==> src/rtl/palette_sched_pkg.sv <==
// Shared types and constants for the sprite palette scheduler.
// The palette itself lives outside the scheduler so each sprite sheet can swap it.
package palette_sched_pkg;

   localparam int IDX_W          = 4;
   localparam int RGB_W          = 4;
   localparam int DEF_TRANSP_IDX = 0;
   localparam int DEF_BG_IDX     = 0;

   typedef enum logic [1:0] {
      IDLE   = 2'd0,
      SCAN   = 2'd1,
      LOOKUP = 2'd2
   } state_t;

   typedef struct packed {
      logic [RGB_W-1:0] red;
      logic [RGB_W-1:0] green;
      logic [RGB_W-1:0] blue;
   } rgb444_t;

endpackage

==> src/rtl/sprite_palette_scheduler.sv <==
// Per-pixel layer compositor: snapshots NUM_REQ layer indices on a strobe, scans one per clock, looks up the winner.
// Colour is valid p+2 clocks after the strobe (winner p) and NUM_REQ+1 for background; a strobe mid-scan restarts and sets overrun.
module sprite_palette_scheduler #(
   parameter int               NUM_REQ    = 4,
   parameter int               IDX_W      = palette_sched_pkg::IDX_W,
   parameter logic [IDX_W-1:0] TRANSP_IDX = IDX_W'(palette_sched_pkg::DEF_TRANSP_IDX),
   parameter logic [IDX_W-1:0] BG_IDX     = IDX_W'(palette_sched_pkg::DEF_BG_IDX),
   localparam int              SEL_W      = $clog2(NUM_REQ + 1),
   localparam int              PTR_W      = $clog2(NUM_REQ),
   localparam int              RGB_W      = palette_sched_pkg::RGB_W
) (
   input  logic                     i_clk,
   input  logic                     i_reset,
   input  logic                     i_pixel_strobe,
   input  logic [NUM_REQ-1:0]       i_req_valid,
   input  logic [NUM_REQ*IDX_W-1:0] i_req_index,
   input  logic                     i_clr_overrun,
   output logic [IDX_W-1:0]         o_pal_index,
   input  logic [RGB_W-1:0]         i_pal_red,
   input  logic [RGB_W-1:0]         i_pal_green,
   input  logic [RGB_W-1:0]         i_pal_blue,
   output logic [RGB_W-1:0]         o_red,
   output logic [RGB_W-1:0]         o_green,
   output logic [RGB_W-1:0]         o_blue,
   output logic                     o_out_valid,
   output logic [SEL_W-1:0]         o_layer_sel,
   output logic                     o_busy,
   output logic                     o_overrun
);
   import palette_sched_pkg::*;

   state_t                   r_state;
   state_t                   w_state_nxt;
   logic [PTR_W-1:0]         r_ptr;
   logic [PTR_W-1:0]         w_ptr_nxt;
   logic [NUM_REQ-1:0]       r_snap_vld;
   logic [NUM_REQ*IDX_W-1:0] r_snap_idx;
   logic [IDX_W-1:0]         r_pal_index;
   logic [SEL_W-1:0]         r_layer_sel;
   rgb444_t                  r_rgb;
   logic                     r_out_valid;
   logic                     r_overrun;

   logic [IDX_W-1:0]         w_cur_idx;
   logic                     w_cur_opaque;
   logic                     w_snap_ld;
   logic                     w_win;
   logic                     w_bg;
   logic                     w_rgb_ld;
   logic                     w_ovr_set;

   assign w_cur_idx    = r_snap_idx[r_ptr*IDX_W +: IDX_W];
   assign w_cur_opaque = r_snap_vld[r_ptr] && (w_cur_idx != TRANSP_IDX);

   always_comb begin
      w_state_nxt = r_state;
      w_ptr_nxt   = r_ptr;
      w_snap_ld   = 1'b0;
      w_win       = 1'b0;
      w_bg        = 1'b0;
      w_rgb_ld    = 1'b0;
      w_ovr_set   = 1'b0;
      case (r_state)
         IDLE: begin
            if (i_pixel_strobe) begin
               w_snap_ld   = 1'b1;
               w_ptr_nxt   = '0;
               w_state_nxt = SCAN;
            end
         end
         SCAN: begin
            // A strobe here abandons the slot before it can touch any output.
            if (i_pixel_strobe) begin
               w_ovr_set = 1'b1;
               w_snap_ld = 1'b1;
               w_ptr_nxt = '0;
            end else if (w_cur_opaque) begin
               w_win       = 1'b1;
               w_state_nxt = LOOKUP;
            end else if (r_ptr == PTR_W'(NUM_REQ - 1)) begin
               w_bg        = 1'b1;
               w_state_nxt = LOOKUP;
            end else begin
               w_ptr_nxt = r_ptr + PTR_W'(1);
            end
         end
         LOOKUP: begin
            w_rgb_ld = 1'b1;
            if (i_pixel_strobe) begin
               w_snap_ld   = 1'b1;
               w_ptr_nxt   = '0;
               w_state_nxt = SCAN;
            end else begin
               w_state_nxt = IDLE;
            end
         end
         default: w_state_nxt = IDLE;
      endcase
   end

   always_ff @(posedge i_clk) begin
      if (i_reset) begin
         r_state     <= IDLE;
         r_ptr       <= '0;
         r_snap_vld  <= '0;
         r_snap_idx  <= '0;
         r_pal_index <= '0;
         r_layer_sel <= '0;
         r_rgb       <= '0;
         r_out_valid <= 1'b0;
         r_overrun   <= 1'b0;
      end else begin
         r_state     <= w_state_nxt;
         r_ptr       <= w_ptr_nxt;
         r_out_valid <= w_rgb_ld;
         if (w_snap_ld) begin
            r_snap_vld <= i_req_valid;
            r_snap_idx <= i_req_index;
         end
         if (w_win) begin
            r_pal_index <= w_cur_idx;
            r_layer_sel <= SEL_W'(r_ptr);
         end else if (w_bg) begin
            r_pal_index <= BG_IDX;
            r_layer_sel <= SEL_W'(NUM_REQ);
         end
         if (w_rgb_ld) begin
            r_rgb <= '{red: i_pal_red, green: i_pal_green, blue: i_pal_blue};
         end
         if (w_ovr_set) begin
            r_overrun <= 1'b1;
         end else if (i_clr_overrun) begin
            r_overrun <= 1'b0;
         end
      end
   end

   assign o_pal_index = r_pal_index;
   assign o_red       = r_rgb.red;
   assign o_green     = r_rgb.green;
   assign o_blue      = r_rgb.blue;
   assign o_out_valid = r_out_valid;
   assign o_layer_sel = r_layer_sel;
   assign o_busy      = (r_state != IDLE);
   assign o_overrun   = r_overrun;

endmodule
==> config.mk <==
export PLATFORM = sky130hd
export DESIGN_NAME = sprite_palette_scheduler
export DESIGN_NICKNAME = d
export VERILOG_FILES = /design/src/rtl/palette_sched_pkg.sv /design/src/rtl/sprite_palette_scheduler.sv
export SDC_FILE = /design/constraint.sdc
export NUM_CORES = 1
export LEC_CHECK = 0
export BUFFER_PORTS_ARGS = -buffer_cell sky130_fd_sc_hd__clkbuf_2
export CORE_ASPECT_RATIO = 1.1
export CORE_MARGIN = 5
export CORE_UTILIZATION = 50
export DETAILED_ROUTE_END_ITERATION = 8
export GPL_TIMING_DRIVEN = 0
export PLACE_DENSITY = 0.78
export SYNTH_ARGS = -nofsm -noshare
export SYNTH_HDL_FRONTEND = slang
export SYNTH_SLANG_ARGS = --single-unit
==> constraint.sdc <==
create_clock -name i_clk -period 2.3 [get_ports i_clk]
set_input_delay 0.23 -clock i_clk [delete_from_list [all_inputs] [get_ports i_clk]]
set_output_delay 0.23 -clock i_clk [all_outputs]
set_load 0.02 [all_outputs]
==> impl_metrics.env <==
export IMPL_grt_pass1_wl_mm=6.72
export IMPL_synth_simple_area_share_pct=24.8
export IMPL_clock_sinks=45
export IMPL_yosysWarnings=0
export IMPL_grt_antenna_before_repair=0
export IMPL_diodes=0
export IMPL_critPathRequiredTime_ps=2530
export IMPL_powerDensity_nw_per_um2=625
export IMPL_h_tree_depth=2
export IMPL_netlist_area_sq_um=1860
export IMPL_netlist_instances=215
export IMPL_hold_viol_final=0
export IMPL_synth_xor_xnor_area_share_pct=0
export IMPL_ctsHoldBuffers=0
export IMPL_finalSetupTns_ps=0
export IMPL_clkTransAtPathRegs_ps=80
export IMPL_root_buffer="clkbuf_8"
export IMPL_status="completed"
export IMPL_start_util_pct=51.2
export IMPL_wl_per_cell_um=12.2
export IMPL_final_antenna_net_count=0
export IMPL_drive_gt1_share_pct=27.2
export IMPL_final_area_sq_um=2280
export IMPL_vias_per_cell=4.98
export IMPL_nFillCells=343
export IMPL_first_iter_violations=74
export IMPL_cp_max_fo=7
export IMPL_multiInputGateArea_sq_um=868
export IMPL_synth_compound_area_share_pct=13.2
export IMPL_skew_ps=2.61
export IMPL_crit_type="flop to flop"
export IMPL_drv_slew=0
export IMPL_rsz0062_at_grt="false"
export IMPL_holdCritPathClass="primary input to flop"
export IMPL_cts_resized=0
export IMPL_synthesis_nets=252
export IMPL_regArea_sq_um=901
export IMPL_use_met2_pct=29.7
export IMPL_groute_usage_overall_pct=17.8
export IMPL_postSynthAreaPerCell_sq_um=8.63
export IMPL_cp_arrival_ps=2360
export IMPL_nets=315
export IMPL_die_area_sq_um=5030
export IMPL_worstSkewPairLatency_ps=300
export IMPL_vias=1640
export IMPL_drt_pass1_iter_count=4
export IMPL_io_buffers=56
export IMPL_synth_top_area_share_pct=48.6
export IMPL_die_w_um=68.1
export IMPL_ir_worst_vdd_v=0.000503
export IMPL_max_slew_margin_pct=48.9
export IMPL_die_y_um=73.9
export IMPL_area_growth_pct=23.0
export IMPL_grt_pass1_vias=1556
export IMPL_gr_max_usage_layer="met2"
export IMPL_num_io_pins=58
export IMPL_met3_usage_pct=5.81
export IMPL_wirelength_mm=4.02
export IMPL_numCtsBuffers=5
export IMPL_period_share_pct=92.7
export IMPL_layout_common_cells="nand2_1 (68), clkbuf_2 (57), dfxtp_1 (45), a21oi_1 (35), clkbuf_1 (12)"
export IMPL_grt_start_max_net_pins=14
export IMPL_core_area_sq_um=3630
export IMPL_synth_edf_count=0
export IMPL_synthMuxAreaShare_pct=8.09
export IMPL_dpl_cell_area_sq_um=2200
export IMPL_num_rows=23
export IMPL_p_leak_nw=0.971
export IMPL_synth_top_area_cell="dfxtp_1"
export IMPL_ys_ff_latch=45
export IMPL_synth_top_family_by_area="simple AND/OR/NAND/NOR gates"
export IMPL_fin_crit_ps=2130
export IMPL_tritoncts="yes"
export IMPL_dominantRegCellSynth="dfxtp_1"
export IMPL_setup_worst_path_end_class="flop"
export IMPL_dpl_hpwl_mm=3.06
export IMPL_ys_types=35
export IMPL_post_cts_buffers=0
export IMPL_synth_area_leaders="dfxtp_1 (49%), nand2_1 (14%), a21oi_1 (9.4%)"
export IMPL_finalSetupViolCount=0
export IMPL_final_common_cell="nand2_1"
export IMPL_drc_errors=0
export IMPL_seq_area_frac_synth_pct=48.6
export IMPL_use_met1_pct=20.4
export IMPL_ys_async_sr_fraction_pct=0
export IMPL_ctsLongestPathBuffers=2
export IMPL_max_freq_ghz=0.469
export IMPL_synth_adder_area_share_pct=0.674
export IMPL_tightest_slew_ps=764
export IMPL_maxCapViolCount=0
export IMPL_grt_ovfl_total=0
export IMPL_gp_congestion=0.753
export IMPL_start_kind="flop"
-- registers in the layout, summed over array words and instances (netlist names) --
signal	flops
r_snap_idx	16
o_blue	4
o_green	4
o_pal_index	4
o_red	4
r_snap_vld	4
o_layer_sel	3
r_ptr	2
r_state	2
o_out_valid	1
o_overrun	1
-- routing by layer --
layer	wire (um)	share of wire (%)
met5	0	0
met4	67	1.7
met3	224	5.6
met2	1980	49
met1	1750	43
-- metrics by stage --
stage	power, mW	setup slack, ps	hold slack (ps)	std cells	utilization (%)
5_1_grt	1.49	15.4	132	329	62.9
3_3_place_gp	0.972	181	439	321	60.6
3_5_place_dp	0.975	170	446	321	60.6
2_1_floorplan	0.919	282	366	215	-
4_1_cts	1.44	162	141	329	62.9
6_report	1.43	167	143	329	62.9
-- path summary, 6_finish.rpt --
path                                     from  cells after the start  slack, ps                     endpoint
hold / removal                i_req_index[11]                      3        140  r_snap_idx[11]$_SDFFE_PP0P_
setup reg to reg        r_ptr[0]$_SDFFE_PP0P_                      5        170        r_ptr[1]$_SDFFE_PP0P_
setup / recovery        r_ptr[0]$_SDFFE_PP0P_                      5        170        r_ptr[1]$_SDFFE_PP0P_
hold reg to reg   r_snap_idx[15]$_SDFFE_PP0P_                      2        460  r_snap_idx[15]$_SDFFE_PP0P_
-- Yosys cell counts (2+ instances only) --
| master | number |
|---|---|
| nor2_1 | 6 |
| buf_6 | 2 |
| nand2_1 | 68 |
| mux4_1 | 2 |
| inv_1 | 2 |
| mux4_2 | 3 |
| clkbuf_1 | 10 |
| nor3_1 | 4 |
| o21ai_0 | 2 |
| mux2i_1 | 3 |
| and3_1 | 4 |
| nand2b_1 | 2 |
| nand3b_1 | 3 |
| dfxtp_1 | 45 |
| a211oi_1 | 4 |
| a21oi_1 | 35 |
| nor2b_1 | 2 |
-- critical path: stages, from the launching register on --
cell and delay (ps):
dfxtp_1 350, buf_6 150, mux4_2 540, or4_4 570, a31oi_1 230, mux2i_1 220
-- logic make-up after synthesis --
kind of cell / after synthesis
buffers and inverters: 16
multiplexers: 8
AND/OR/NAND/NOR: 100
flip-flops: 45
adder cells (fa/ha/maj): 1
AO/OA/AOI/OAI: 45
-- final cells by class --
cell class | count | share of cell area (%)
well taps | 50 | 2.74
flip-flops and latches | 45 | 39.5
plain buffers | 14 | 3.45
clock buffers | 7 | 3.34
repair buffers | 56 | 12.3
clock inverters | 1 | 0.329
multi-input cells | 154 | 38.0
inverters | 2 | 0.329
-- power by group --
group | internal, mW | switching, mW
clock | 0.215 | 0.257
combinational | 0.0660 | 0.0766
sequential | 0.802 | 0.0109
Power figures use the tool's default switching activity.
